## src/rtl/divx_pkg.sv

```systemverilog
// ==========================================================
// Package : divx_pkg
// Purpose : shared types and constants for the divx_multi divider
// Revision: 1.0
// ==========================================================
`default_nettype none

package divx_pkg;

  typedef enum logic [0:0] {
    OFF = 1'b0,
    RUN = 1'b1
  } divx_state_t;

  localparam int DIV_RST  = 2;
  localparam int HIGH_RST = 1;
  localparam int NCH_MAX  = 16;

endpackage

`default_nettype wire

```

## src/rtl/divx_chan.sv

```systemverilog
// ==========================================================
// Module  : divx_chan
// Purpose : one divider channel - counter, run state, shadow config, clamp
// Revision: 1.0
// ==========================================================
`default_nettype none

module divx_chan
  import divx_pkg::*;
#(
  parameter int W = 32
) (
  input  logic         CLK,
  input  logic         RST,
  input  logic         i_en,
  input  logic         i_wr,
  input  logic [W-1:0] i_div,
  input  logic [W-1:0] i_high,
  input  logic         i_sync,
  output logic         o_clk,
  output logic         o_tick,
  output logic         o_pend
);

  divx_state_t r_state, w_state_n;
  logic [W-1:0] r_cnt, w_cnt_n;
  logic [W-1:0] r_div, w_div_n, r_high, w_high_n;
  logic [W-1:0] r_sdiv, w_sdiv_n, r_shigh, w_shigh_n;
  logic         r_pend, w_pend_n;
  logic         r_clk, w_clk_n;
  logic         r_tick, w_tick_n;
  logic         w_bound;
  logic         w_apply;
  logic [W-1:0] w_high_clamp;

  always_ff @(posedge CLK) begin
    if (!RST) begin
      r_state <= OFF;
      r_cnt   <= '0;
      r_div   <= W'(DIV_RST);
      r_high  <= W'(HIGH_RST);
      r_sdiv  <= W'(DIV_RST);
      r_shigh <= W'(HIGH_RST);
      r_pend  <= 1'b0;
      r_clk   <= 1'b0;
      r_tick  <= 1'b0;
    end else begin
      r_state <= w_state_n;
      r_cnt   <= w_cnt_n;
      r_div   <= w_div_n;
      r_high  <= w_high_n;
      r_sdiv  <= w_sdiv_n;
      r_shigh <= w_shigh_n;
      r_pend  <= w_pend_n;
      r_clk   <= w_clk_n;
      r_tick  <= w_tick_n;
    end
  end

  always_comb begin
    w_state_n    = r_state;
    w_cnt_n      = '0;
    w_div_n      = r_div;
    w_high_n     = r_high;
    w_sdiv_n     = r_sdiv;
    w_shigh_n    = r_shigh;
    w_pend_n     = r_pend;
    w_clk_n      = 1'b0;
    w_tick_n     = 1'b0;
    w_bound      = 1'b0;
    // Clamp once at write time so the active pair is always consistent
    w_high_clamp = (i_high >= i_div) ? (i_div - W'(1)) : i_high;

    case (r_state)
      OFF: begin
        w_bound = 1'b1;
        if (i_en) w_state_n = RUN;
      end
      RUN: begin
        if (!i_en) w_state_n = OFF;
        else       w_bound   = r_tick | i_sync;
      end
      default: w_state_n = OFF;
    endcase

    // A write landing on a boundary defers the whole shadow to the next one
    w_apply = w_bound & r_pend & ~i_wr;
    if (w_apply) begin
      w_div_n  = r_sdiv;
      w_high_n = r_shigh;
      w_pend_n = 1'b0;
    end
    if (i_wr) begin
      w_sdiv_n  = i_div;
      w_shigh_n = w_high_clamp;
      w_pend_n  = 1'b1;
    end

    if (w_state_n == RUN) begin
      w_cnt_n  = (r_state == RUN && !w_bound) ? (r_cnt + W'(1)) : '0;
      w_clk_n  = (w_cnt_n < w_high_n);
      w_tick_n = (w_cnt_n == (w_div_n - W'(1)));
    end
  end

  assign o_clk  = r_clk;
  assign o_tick = r_tick;
  assign o_pend = r_pend;

endmodule

`default_nettype wire

```

## src/rtl/divx_multi.sv

```systemverilog
// ==========================================================
// Module  : divx_multi
// Purpose : NCH independent clock dividers with shadowed config writes;
//           DIVX_MULTI_SYNC_EN adds a SYNC input that realigns all channels
// Revision: 1.0
// ==========================================================
`default_nettype none

module divx_multi
  import divx_pkg::*;
#(
  parameter int NCH = 4,
  parameter int W   = 32
) (
  input  logic                                    CLK,
  input  logic                                    RST,
  input  logic [NCH-1:0]                          EN,
  input  logic                                    CFG_WR,
  input  logic [((NCH > 1) ? $clog2(NCH) : 1)-1:0] CFG_CH,
  input  logic [W-1:0]                            CFG_DIV,
  input  logic [W-1:0]                            CFG_HIGH,
  output logic [NCH-1:0]                          CLKout,
  output logic [NCH-1:0]                          TICK,
  output logic [NCH-1:0]                          PEND,
  output logic                                    CFG_ERR
`ifdef DIVX_MULTI_SYNC_EN
  ,
  input  logic                                    SYNC
`endif
);

  localparam int CW = (NCH > 1) ? $clog2(NCH) : 1;

  logic           w_ch_ok;
  logic           w_valid;
  logic           w_sync;
  logic [NCH-1:0] w_wr;
  logic           r_err;

`ifdef DIVX_MULTI_SYNC_EN
  assign w_sync = SYNC;
`else
  assign w_sync = 1'b0;
`endif

  // Channel index can exceed NCH-1 when NCH is not a power of two
  assign w_ch_ok = (32'(CFG_CH) < 32'(NCH));
  assign w_valid = CFG_WR & w_ch_ok & (CFG_DIV >= W'(2));

  always_ff @(posedge CLK) begin
    if (!RST) r_err <= 1'b0;
    else      r_err <= CFG_WR & ~w_valid;
  end

  assign CFG_ERR = r_err;

  if (NCH >= 1 && NCH <= NCH_MAX) begin : g_chans
    for (genvar i = 0; i < NCH; i++) begin : g_ch
      assign w_wr[i] = w_valid & (CFG_CH == CW'(i));

      divx_chan #(
        .W (W)
      ) u_chan (
        .CLK    (CLK),
        .RST    (RST),
        .i_en   (EN[i]),
        .i_wr   (w_wr[i]),
        .i_div  (CFG_DIV),
        .i_high (CFG_HIGH),
        .i_sync (w_sync),
        .o_clk  (CLKout[i]),
        .o_tick (TICK[i]),
        .o_pend (PEND[i])
      );
    end
  end else begin : g_bad_nch
    assign w_wr   = '0;
    assign CLKout = '0;
    assign TICK   = '0;
    assign PEND   = '0;
  end

endmodule

`default_nettype wire

```

## config.mk

```make
export PLATFORM = sky130hd
export DESIGN_NAME = divx_multi
export DESIGN_NICKNAME = d
export VERILOG_FILES = /design/src/rtl/divx_pkg.sv /design/src/rtl/divx_chan.sv /design/src/rtl/divx_multi.sv
export SDC_FILE = /design/constraint.sdc
export NUM_CORES = 2
export LEC_CHECK = 0
export ABC_AREA = 1
export BUFFER_PORTS_ARGS = -buffer_cell sky130_fd_sc_hd__clkbuf_2
export CELL_PAD_IN_SITES_DETAIL_PLACEMENT = 1
export CELL_PAD_IN_SITES_GLOBAL_PLACEMENT = 2
export CORE_UTILIZATION = 36
export CTS_CLUSTER_DIAMETER = 80
export DETAILED_ROUTE_END_ITERATION = 10
export HOLD_SLACK_MARGIN = 0.1
export PLACE_DENSITY = 0.83
export SYNTH_ARGS = -nofsm -noshare
export SYNTH_HDL_FRONTEND = slang
export SYNTH_SLANG_ARGS = --single-unit
```

## constraint.sdc

```tcl
create_clock -name CLK -period 5.91 [get_ports CLK]
set_input_delay 1.773 -clock CLK [delete_from_list [all_inputs] [get_ports CLK]]
set_output_delay 1.773 -clock CLK [all_outputs]
set_load 0.01 [all_outputs]
```

==> tab_implementation.tex <==
\begin{tabular}{lr}
\hline
Metric & Value \\
\hline
\multicolumn{2}{l}{\textbf{Power}} \\
IR drop worst, VDD & 179.3 uV \\
Power density over the cells & 274.2 mW/mm\^{}2 \\
Leakage dissipation & 19.54 nW \\
\multicolumn{2}{l}{\textbf{Layout}} \\
Leading cell type in the layout, fill and taps excluded & sky130\_fd\_sc\_hd\_\_nand2\_1 \\
Synthesis-to-finish area growth & 13.50\% \\
Number of fill cells & 13290 \\
Cell area after layout & 0.04189 sq mm \\
Nets@finish & 5893 \\
Layout cell share with drive strength beyond 1 & 8.680\% \\
Leading cell types in the layout, fill and taps excluded & 1069 x sky130\_fd\_sc\_hd\_\_nand2\_1, 851 x sky130\_fd\_sc\_hd\_\_inv\_1, 836 x sky130\_fd\_sc\_hd\_\_nor2\_1 \\
\multicolumn{2}{l}{\textbf{Place}} \\
Detailed Place HPWL & 110.3 mm \\
Gp weighted congestion & 0.9389 \\
Number of port buffers & 85 \\
Placed Instance Area & 0.03906 sq mm \\
\multicolumn{2}{l}{\textbf{Clock network}} \\
Clock-pin slew on the worst setup and hold paths & 0.06 ns \\
CTS tree & built \\
Number of buffers on the longest clock path & 3 \\
Number of hold buffers added after CTS & 0 \\
Root Buffer Master & sky130\_fd\_sc\_hd\_\_clkbuf\_16 \\
Source-to-sink clock delay at the later pin of the worst-skew pair & 0.67 ns \\
Number of cells upsized or downsized after cts & 0 \\
Count of H-tree levels built during CTS & 3 \\
Number of sinks on the clock net & 657 \\
Total CTS buffers & 81 \\
Number of setup buffers added after CTS & 0 \\
\multicolumn{2}{l}{\textbf{Flow run}} \\
MaxCap Viol Count & 0 \\
\multicolumn{2}{l}{\textbf{Worst setup path}} \\
Cell with the largest stage delay on the worst path & sky130\_fd\_sc\_hd\_\_a21oi\_1 \\
Crit-path leading delay family & simple AND/OR/NAND/NOR gates \\
Critical path's largest stage delay & 0.67 ns \\
CP Data Required Time & 6.51 ns \\
Endpoint type of the worst setup path & register \\
Kind of critical path & input port to register \\
Data arrival at the endpoint of the critical path & 5.68 ns \\
Cell breakdown of the critical path & clkbuf\_2 > clkinv\_1 > buf\_4 > ha\_1 > nand3\_1 > nor2\_1 > nand2\_1 > inv\_1 > nand3\_1 > nor2\_1 > nand2\_1 > inv\_1 > nand2\_1 > inv\_1 > nand3\_1 > nor3\_1 > nand3\_1 > xor2\_1 > a21oi\_1 > o21ai\_0 > inv\_1 \\
CP startpoint kind & input port \\
Maximum fanout along the worst path & 6 \\
Worst path bufs/invs & 7 \\
\multicolumn{2}{l}{\textbf{Timing}} \\
Setup repair after global routing missed its margin & false \\
Fmax & 196.5 MHz \\
Crit share post-route & 86.09\% \\
Final sum of negative setup slack & 0 ns \\
Headroom to the max-slew limit & 22.01\% \\
Time the final worst path needs with I/O delays and setup & 5.088 ns \\
Tightest Pin Transition & 1.162 ns \\
Pins Over Slew Limit & 0 \\
Worst hold slack & 0.4573 ns \\
Fin Clk Skew & 0.02637 ns \\
Fin. Hold Viols & 0 \\
Endpoints failing setup & 0 \\
\multicolumn{2}{l}{\textbf{Global routing}} \\
Pin count of the biggest net entering global routing & 168 \\
Via count of the first global-routing pass & 36010 \\
First-pass GRT wire length & 216.7 mm \\
Gr usage total & 27.45\% \\
Met2 Usage GRT & 45.98\% \\
Initial antenna violation count & 8 \\
GRT met3 Usage & 4.627\% \\
Remaining Overflow, GRT & 0 \\
Global routing's busiest layer & met2 \\
Met1 usage & 35.45\% \\
\multicolumn{2}{l}{\textbf{Drt}} \\
Via count & 35860 \\
Iteration count of the initial detailed-routing pass & 6 \\
Post-route ant nets & 0 \\
Post-Route WL & 142.9 mm \\
Drt drc & 0 \\
Routed WL per cell & 20.17 um \\
Via density per instance & 5.063 \\
Iteration-0 DRC Markers & 2286 \\
\multicolumn{2}{l}{\textbf{Yosys}} \\
Cell Area, Synth & 0.03691 sq mm \\
Number of synthesized register bits & 657 \\
Number of distinct standard cells referenced by the synthesized netlist & 53 \\
Net count after synthesis & 5823 \\
Number of synthesized flops with an enable pin & 0 \\
Area share of the largest cell type after synthesis & 35.64\% \\
Synthesized area per cell & 6.609 sq um \\
Async S/R FF share, synth & 0\% \\
Most used flip-flop cell after synthesis & sky130\_fd\_sc\_hd\_\_dfxtp\_1 \\
Portion of the post-synthesis area used by sequential elements & 35.64\% \\
Top area cells in the synthesized netlist & sky130\_fd\_sc\_hd\_\_dfxtp\_1 36\%, sky130\_fd\_sc\_hd\_\_nand2\_1 11\%, sky130\_fd\_sc\_hd\_\_inv\_1 8.7\% \\
Post-synthesis cell count & 5584 \\
Most area-hungry cell type in the Yosys netlist & sky130\_fd\_sc\_hd\_\_dfxtp\_1 \\
Synth warn & 0 \\
\multicolumn{2}{l}{\textbf{Floorplan}} \\
Die height & 322.2 um \\
Die extent in x & 322.2 um \\
Top-level I/O count & 86 \\
Area inside the core boundary & 0.1017 sq mm \\
Starting density of the core & 36.27\% \\
Placement Rows & 117 \\
Area of the die & 0.1038 sq mm \\
\multicolumn{2}{l}{\textbf{Worst hold path}} \\
Type of the most critical hold path & register to register \\
\multicolumn{2}{l}{\textbf{Run status}} \\
Status & complete, no violations \\
\hline
\end{tabular}
==> logic make-up (layout without fill, tap and decap cells) <==
kind of cell | Yosys count | after routing | synth area share (%)
compound gates | 952 | 952 | 13.68
fa+ha+maj | 166 | 166 | 5.628
xor+xnor | 176 | 176 | 4.214
flops | 657 | 657 | 35.64
simple gates | 2532 | 2532 | 29.16
other cells | 0 | 2 | 0
buf+inv | 1101 | 1231 | 11.68
==> area by class of cell <==
cell class	instances	area (sq um)	area share, %
antenna	2	5.005	0.01195
sequential	657	13150	31.40
clock buffer	114	2323	5.547
multi-input combinational	3826	19460	46.46
clock inverter	29	504.2	1.204
timing repair buffer	200	1391	3.321
inverter	888	3341	7.975
tap	1368	1712	4.086
==> worst paths after layout <==
kind | start | end | slack (ns) | cells after the start
worst max-delay path | CFG_DIV[0] | g_chans.g_ch[3].u_chan.r_shigh[30] | 0.82 | 21
worst min-delay path | g_chans.g_ch[2].u_chan.r_sdiv[28] | g_chans.g_ch[2].u_chan.r_sdiv[28] | 0.46 | 2
worst max register to register | g_chans.g_ch[1].u_chan.r_cnt[0] | g_chans.g_ch[1].u_chan.o_clk | 1.92 | 18
worst min register to register | g_chans.g_ch[2].u_chan.r_sdiv[28] | g_chans.g_ch[2].u_chan.r_sdiv[28] | 0.46 | 2
==> flip-flops by register name, indices dropped and copies added (netlist names) <==
signal	count
CFG_ERR	1
g_chans.g_ch.u_chan.o_clk	4
g_chans.g_ch.u_chan.o_pend	4
g_chans.g_ch.u_chan.o_tick	4
g_chans.g_ch.u_chan.r_cnt	128
g_chans.g_ch.u_chan.r_div	128
g_chans.g_ch.u_chan.r_high	128
g_chans.g_ch.u_chan.r_sdiv	128
g_chans.g_ch.u_chan.r_shigh	128
g_chans.g_ch.u_chan.r_state	4
==> through the flow <==
stage | power [mW] | cells | util [%] | worst slack [ns]
2_1_floorplan | 5.545 | 5584 | - | 0.9835
3_3_place_gp | 6.132 | 6939 | 38.39 | 0.3657
3_5_place_dp | 6.156 | 6939 | 38.39 | 0.3706
4_1_cts | 11.58 | 7082 | 41.17 | 1.036
5_1_grt | 11.92 | 7082 | 41.17 | 0.6416
6_report | 11.49 | 7084 | 41.17 | 0.8218
==> metal layers <==
| layer | vias up | part of all wire, % |
|---|---|---|
| li1 | 17810 | - |
| met1 | 17180 | 45 |
| met2 | 646 | 46 |
| met3 | 218 | 5.0 |
| met4 | 13 | 3.4 |
| met5 | - | 0.14 |
==> worst reg2reg max path: cells and delay by family (launching register included) <==
family                   cells  cell delay [ns]
adder cells (fa/ha/maj)      1             0.34
buffers and inverters        1             0.10
flip-flops                   1             0.49
AND/OR/NAND/NOR             12             2.27
AO/OA/AOI/OAI                4             0.71
==> synthesized netlist by cell type (3+ instances only) <==
library cell / count
sky130_fd_sc_hd__inv_1: 851
sky130_fd_sc_hd__a211oi_1: 6
sky130_fd_sc_hd__dfxtp_1: 657
sky130_fd_sc_hd__o21ai_2: 30
sky130_fd_sc_hd__a31oi_1: 12
sky130_fd_sc_hd__nand3b_1: 16
sky130_fd_sc_hd__nand3_2: 3
sky130_fd_sc_hd__nand4_1: 69
sky130_fd_sc_hd__nor3_1: 126
sky130_fd_sc_hd__a221oi_1: 3
sky130_fd_sc_hd__nor3b_1: 5
sky130_fd_sc_hd__buf_4: 17
sky130_fd_sc_hd__a21oi_1: 405
sky130_fd_sc_hd__nand2_1: 1069
sky130_fd_sc_hd__o21ai_0: 408
sky130_fd_sc_hd__nand3_4: 4
sky130_fd_sc_hd__o21bai_1: 10
sky130_fd_sc_hd__nand3_1: 266
sky130_fd_sc_hd__clkbuf_1: 142
sky130_fd_sc_hd__buf_1: 27
sky130_fd_sc_hd__o211ai_1: 13
sky130_fd_sc_hd__nor2_4: 12
sky130_fd_sc_hd__nor2_2: 28
sky130_fd_sc_hd__xor2_1: 138
sky130_fd_sc_hd__xnor2_1: 37
sky130_fd_sc_hd__nor2_1: 836
sky130_fd_sc_hd__ha_1: 166
sky130_fd_sc_hd__buf_6: 13
sky130_fd_sc_hd__nand2_4: 6
sky130_fd_sc_hd__nor4_1: 28
sky130_fd_sc_hd__nand2_2: 17
sky130_fd_sc_hd__buf_2: 14
sky130_fd_sc_hd__a2111oi_0: 4
sky130_fd_sc_hd__o21ai_1: 44
sky130_fd_sc_hd__clkinv_1: 8
sky130_fd_sc_hd__or2_2: 36
sky130_fd_sc_hd__inv_2: 29
sky130_fd_sc_hd__a21boi_0: 3
sky130_fd_sc_hd__and2_1: 5
sky130_fd_sc_hd__o221ai_1: 3
==> where the power goes <==
part	internal (mW)	leakage, nW	switching (mW)
Clock	3.27	1.37	2.13
Sequential	4.56	5.34	0.0525
Combinational	0.410	12.8	1.06
Note: power is estimated with default switching activity, not from simulation.
